<file path="config.mk">
export PLATFORM = sky130hd
export DESIGN_NAME = instruction_cycle_sequencer
export DESIGN_NICKNAME = d
export VERILOG_FILES = /design/src/rtl/instruction_cycle_sequencer.sv
export SDC_FILE = /design/constraint.sdc
export NUM_CORES = 1
export LEC_CHECK = 0
export CAP_MARGIN = 5
export CELL_PAD_IN_SITES_DETAIL_PLACEMENT = 1
export CELL_PAD_IN_SITES_GLOBAL_PLACEMENT = 1
export CORE_MARGIN = 2
export CORE_UTILIZATION = 27
export CTS_CLUSTER_DIAMETER = 40
export DETAILED_ROUTE_END_ITERATION = 8
export PLACE_DENSITY_LB_ADDON = 0.05
export SLEW_MARGIN = 20
export SYNTH_ARGS = -nofsm -noshare
export SYNTH_HDL_FRONTEND = slang
export SYNTH_SLANG_ARGS = --single-unit
export TNS_END_PERCENT = 50
</file>
<file path="constraint.sdc">
create_clock -name CLK -period 1.5 [get_ports CLK]
set_input_delay 0.3 -clock CLK [delete_from_list [all_inputs] [get_ports CLK]]
set_output_delay 0.3 -clock CLK [all_outputs]
set_load 0.03 [all_outputs]
</file>
<file path="src/rtl/instruction_cycle_sequencer.sv">
// Fetch/latch/execute/commit sequencer with debug halt, single-step, breakpoint stop
// and a sticky fetch-timeout fault. Strobes are decoded from the state register only.
module instruction_cycle_sequencer #(
    parameter int unsigned TIMEOUT = 15,
    parameter int unsigned CNT_W   = 4
) (
    input  logic       CLK,
    input  logic       RESET,
    input  logic       MEM_READY,
    input  logic       EXEC_BUSY,
    input  logic       HALT_REQ,
    input  logic       STEP,
    input  logic       RESUME,
    input  logic       BKP_HIT,
    output logic       FETCH_REQ,
    output logic       EXECUTE,
    output logic       PC_INC,
    output logic       HALTED,
    output logic       STEP_DONE,
    output logic       FAULT,
    output logic [2:0] STATE
);

    typedef enum logic [2:0] {
        S_IDLE   = 3'd0,
        S_FETCH  = 3'd1,
        S_LATCH  = 3'd2,
        S_EXEC   = 3'd3,
        S_COMMIT = 3'd4,
        S_HALT   = 3'd5,
        S_FAULT  = 3'd6
    } state_t;

    localparam logic [CNT_W-1:0] LP_TMO = CNT_W'(TIMEOUT);

    state_t           r_state, w_next;
    logic [CNT_W-1:0] r_cnt, w_cnt;
    logic             r_step, w_step;
    logic             r_pend, w_pend;
    logic             r_step_done, w_step_done;

    always_ff @(posedge CLK) begin
        if (RESET) begin
            r_state     <= S_IDLE;
            r_cnt       <= '0;
            r_step      <= 1'b0;
            r_pend      <= 1'b0;
            r_step_done <= 1'b0;
        end else begin
            r_state     <= w_next;
            r_cnt       <= w_cnt;
            r_step      <= w_step;
            r_pend      <= w_pend;
            r_step_done <= w_step_done;
        end
    end

    // The wait counter is zero outside FETCH, so every FETCH entry starts from zero.
    always_comb begin
        w_next      = r_state;
        w_cnt       = '0;
        w_step      = r_step;
        w_pend      = r_pend;
        w_step_done = 1'b0;
        case (r_state)
            S_IDLE:   w_next = HALT_REQ ? S_HALT : S_FETCH;
            S_FETCH: begin
                if (HALT_REQ) w_pend = 1'b1;
                if (MEM_READY)            w_next = S_LATCH;
                else if (r_cnt == LP_TMO) w_next = S_FAULT;
                else                      w_cnt  = r_cnt + 1'b1;
            end
            S_LATCH: begin
                if (HALT_REQ) w_pend = 1'b1;
                w_next = S_EXEC;
            end
            S_EXEC: begin
                if (HALT_REQ) w_pend = 1'b1;
                if (!EXEC_BUSY) w_next = S_COMMIT;
            end
            S_COMMIT: begin
                if (r_pend || HALT_REQ || BKP_HIT || r_step) begin
                    w_next      = S_HALT;
                    w_step_done = r_step;
                    w_step      = 1'b0;
                end else begin
                    w_next = S_FETCH;
                end
            end
            S_HALT: begin
                if (!HALT_REQ) begin
                    if (RESUME) begin
                        w_next = S_FETCH;
                        w_step = 1'b0;
                    end else if (STEP) begin
                        w_next = S_FETCH;
                        w_step = 1'b1;
                    end
                end
            end
            S_FAULT:  w_next = S_FAULT;
            default:  w_next = S_IDLE;
        endcase
        if (w_next == S_HALT) w_pend = 1'b0;
    end

    assign FETCH_REQ = (r_state == S_FETCH);
    assign EXECUTE   = (r_state == S_LATCH);
    assign PC_INC    = (r_state == S_COMMIT);
    assign HALTED    = (r_state == S_HALT);
    assign FAULT     = (r_state == S_FAULT);
    assign STEP_DONE = r_step_done;
    assign STATE     = r_state;

endmodule

</file>
# == Word-level counts from Yosys, hierarchy flattened ==
# Index checks and enable logic that the tools add are counted.
# totals
ff_bits,10
latchBits,0
ram_bits,0
mem_bits_ro,0
in_bits,8
output_inout_bits,9
n_memories,0
# op_classes
addsub,1
n_mul,0
n_div,0
n_lt_le_gt_ge,0
n_eq_ne,11
shifts,0
mux,14
n_bitwise,3
reduce_logical,11
# ops
cell,n
3-bit 2-to-1 mux,8
3-bit one-hot mux with 7 select lines,1
3-bit equality test (second input constant),4
3-bit by 2-bit equality test with 1-bit output (second input constant),2
3-bit OR reduction,2
4-bit by 1-bit adder with 4-bit output (second input constant),1
4-bit equality test (second input constant),1
1-bit 2-to-1 mux,4
4-bit AND reduction,1
4-bit OR reduction,1
3-bit by 1-bit equality test with 1-bit output (second input constant),1
3-bit zero test,1
1-bit logical OR,3
3-bit != test (second input constant),1
1-bit inverter,3
2-bit by 1-bit != test with 1-bit output (second input constant),1
2-bit != test (second input constant),1
1-bit one-hot mux with 2 select lines,1
2-bit AND reduction,1
2-bit nonzero test,1
2-bit OR reduction,1

# == Longest topological paths before layout ==
# depth
word_depth,7
mapped_depth,5
depth_no_buf,5

# == Worst setup path after synthesis ==
# No wires, ideal clock.
# synth_timing
kind,register to register
start,register r_state[0] (netlist: STATE[0])
end,register r_cnt[2]
arrival_time_ns,2.002
t_required_ns,1.436
slack_ns,-0.566
stages_incl_launch_ff,5
synth_period_minus_slack_ns,2.066
cell_sequence,dfxtp_1 -> inv_1 -> nor3_1 -> or3b_1 -> nor2_1
# synth_via
elab_chain_len,3
# synth_lines
element,line,text
"start, declared",36,"state_t r_state, w_next;"
"start signal, assigned",50,r_state <= w_next;
3-bit by 1-bit equality test with 1-bit output,--,
named net FETCH_REQ,15,"output logic FETCH_REQ,"
1-bit inverter (no source line),--,
4-bit OR reduction (no source line),--,
"end signal, assigned",51,r_cnt <= w_cnt;
"end, declared",37,"logic [CNT_W-1:0] r_cnt, w_cnt;"
# The timed path passes the listed nets, and every way through them passes these cells.
# A chain may end at the register's enable or synchronous reset.

# == Final worst setup path ==
# layout_timing
start,register r_cnt[0]
end,register r_cnt[1]
# layout_via
elab_chain_len,2
word_cells_on_any_way,3
cone_classes,1 x add/sub; 1 x eq/ne; 1 x reduce/logical
# layout_lines
element
branches (longest 2 deep; another with 4-bit by 1-bit adder with 4-bit output)
# Several ways; the timed one is not identified.

==> out/qor.yml <==
yosysMostFrequentCell: "dfxtp_1"
diodes: 0
grt_busiest_layer: "met2"
antenna_found_initial: 0
finalSetupViolCount: 0
min_to: "r_pend$_SDFFE_PP0P_"
p_leak_nw: 0.402
cts-root-buf: "clkbuf_4"
critPathCaptureType: "register"
netlist_area_um2: 513
wl_per_cell_um: 13.7
grt-ovfl-total: 0
cts_buffers: 3
place_ws_ns: -0.292
die_area_um2: 2260
met2_usage: 0.238
min_from: "r_pend$_SDFFE_PP0P_"
synth_commonest_cells: "dfxtp_1 (10), nor2_1 (8), inv_1 (6)"
synth_edf_count: 0
vias_per_cell: 4.86
hold_viol: 0
dp_hpwl_um: 1120
drc_errors: 0
p_per_area_nw_per_um2: 897
synth_top_area_share: 0.390
core_area_um2: 1760
layout-drive-gt1-share: 0.484
insertion_delay_ns: 0.27
synthFlopType: "dfxtp_1"
outcome: "finished, final reports clean"
gp_congestion: 0.715
port_buffers: 16
htree_levels: 1
syn2layout_area_growth_pct: 81.2
drv_slew: 0
drtPass1Iterations: 3
fp.dieH_um: 47.6
clk_pin_slew_ns: 0.08
synth.avg_cell_area_um2: 8.41
cap_violations: 0
cts_tree: "built"
fin_ws_ns: 0.00640
fin_crit_sh: 0.996
fin_crit_ns: 1.49
synth_cell_type_count: 30
path_class: "register to register"
synthArstFlopShare: 0
layout.nets: 103
timing.fmax_mhz: 670
cp-start-kind: "register"
synth_top_area_cell: "dfxtp_1"
synth_area_leaders: "dfxtp_1 (39%), nor2_1 (5.9%), inv_1 (4.4%)"
grt_pass1_wl_um: 2400
fp.dieW_um: 47.6
rows: 15
max_slew_margin: 0.794
peakVddDrop_uv: 421
critPathMaxFanout: 4
clockBufferDepth: 2
num_io_pins: 17
reg2regPathDepth: 5
syn_nets: 70
whs_path_depth: 2
yosys_warnings: 0
power_mw: 0.834
use_met1: 0.214
reg2reg_from: "r_cnt[0]$_SDFF_PP0_"
rsz0062_at_grt: "true"
ys_ff_latch: 10
cp.arrival_ns: 1.69
grt_pass1_vias: 519
grtUsageTotal: 0.156
worst_slew_pin_slew_ns: 0.305
drt_iter0_drc: 5
hold_class: "register to register"
regToRegSetupSlack_ns: 0.006
r2r-end: "r_cnt[1]$_SDFF_PP0_"
worst_ep_required_time_ns: 1.70
wirelength_um: 1620
skew_ns: 0.00611
grt_max_degree: 17
initial_core_util: 0.291
syn_inst: 61
via_count: 574
ant_nets: 0
met3_usage: 0.0340
cts_sinks: 10
ys_seq_area_frac: 0.390
[per-layer routing]
layer | part of all wire | up-vias
met5 | 0 | -
met4 | 0.0074 | 0
met3 | 0.039 | 2
met2 | 0.49 | 10
met1 | 0.46 | 275
li1 | - | 287
[cell families (layout without fill, tap and decap cells)]
kind of cell	count (synthesis)	after routing	synth area share
AO/OA/AOI/OAI	15	15	0.215
AND/OR/NAND/NOR	24	24	0.271
buffers and inverters	9	41	0.0658
flip-flops	10	10	0.390
adder cells (fa/ha/maj)	1	1	0.0244
XOR/XNOR	2	2	0.0342
[through the flow]
| step | instance area (um^2) | std cells | setup TNS [ns] | utilization | hold WS, ns |
|---|---|---|---|---|---|
| floorplan | 533 | 61 | -0.169 | - | 0.366 |
| global placement | 766 | 108 | -1.03 | 0.434 | 0.454 |
| finish | 930 | 118 | 0 | 0.527 | 0.482 |
| global route | 930 | 118 | -0.183 | 0.527 | 0.510 |
| CTS | 816 | 112 | -0.0587 | 0.462 | 0.472 |
| detailed placement | 766 | 108 | -1.20 | 0.434 | 0.463 |
[worst max-delay path, cell delays in order, from the launching register on]
cell and delay (ns):
dfxtp_2 0.34, ha_4 0.15, and3_4 0.17, or2_4 0.24, or3b_4 0.43, nor2_1 0.09
[repair_timing]
| item | in CTS | in global routing |
|---|---|---|
| cloned | 0 | 1 |
| hold endpoints to repair | 0 | 0 |
| pin swaps | 3 | 7 |
| endpoints found under the setup margin | 12 | 11 |
| setup buffers | 0 | 5 |
| gates resized for setup | 8 | 16 |
| hold buffers | 0 | 0 |
[power breakdown]
part	switching, mW	internal [mW]	leakage, nW	total, mW
Clock	0.104	0.147	0.0210	0.251
Sequential	0.0188	0.282	0.0841	0.301
Combinational	0.138	0.144	0.297	0.282
[worst max path at each step]
stage                   startpoint                   to  slack, ns  cells past startpoint
2_1_floorplan  STATE[1]$_SDFF_PP0_              EXECUTE      -0.07                      2
3_3_place_gp              HALT_REQ  r_pend$_SDFFE_PP0P_      -0.26                      5
3_5_place_dp              HALT_REQ  r_pend$_SDFFE_PP0P_      -0.29                      5
4_1_cts                   HALT_REQ  r_pend$_SDFFE_PP0P_      -0.02                      5
5_1_grt        r_cnt[0]$_SDFF_PP0_  r_cnt[0]$_SDFF_PP0_      -0.04                      5
6_report       r_cnt[0]$_SDFF_PP0_  r_cnt[1]$_SDFF_PP0_      0.006                      5
[cells in the final DEF, fill, tap and decap left out, types with 2 or more instances in the layout]
cell / n
buf_4: 17
clkdlybuf4s50_1: 6
dfxtp_2: 5
inv_1: 5
nor2_1: 5
dfxtp_1: 4
nor2_2: 3
a31oi_1: 3
clkbuf_4: 3
dlygate4sd2_1: 3
and3_1: 2
a21oi_1: 2
nor4b_1: 2
o211ai_1: 2
buf_8: 2
[layout make-up]
cell class                 instances  area, um^2
fill                             216         835
timing repair buffer              31         293
inverter                           6        22.5
sequential                        10         210
tap                               25        31.3
clock buffer                       4        36.3
multi-input combinational         42         337
[flip-flops by register name, indices dropped and copies added, names as in the netlist]
| signal | cells |
|---|---|
| r_cnt | 4 |
| STATE | 3 |
| STEP_DONE | 1 |
| r_pend | 1 |
| r_step | 1 |
No activity file was read; power rests on OpenSTA's default activity.
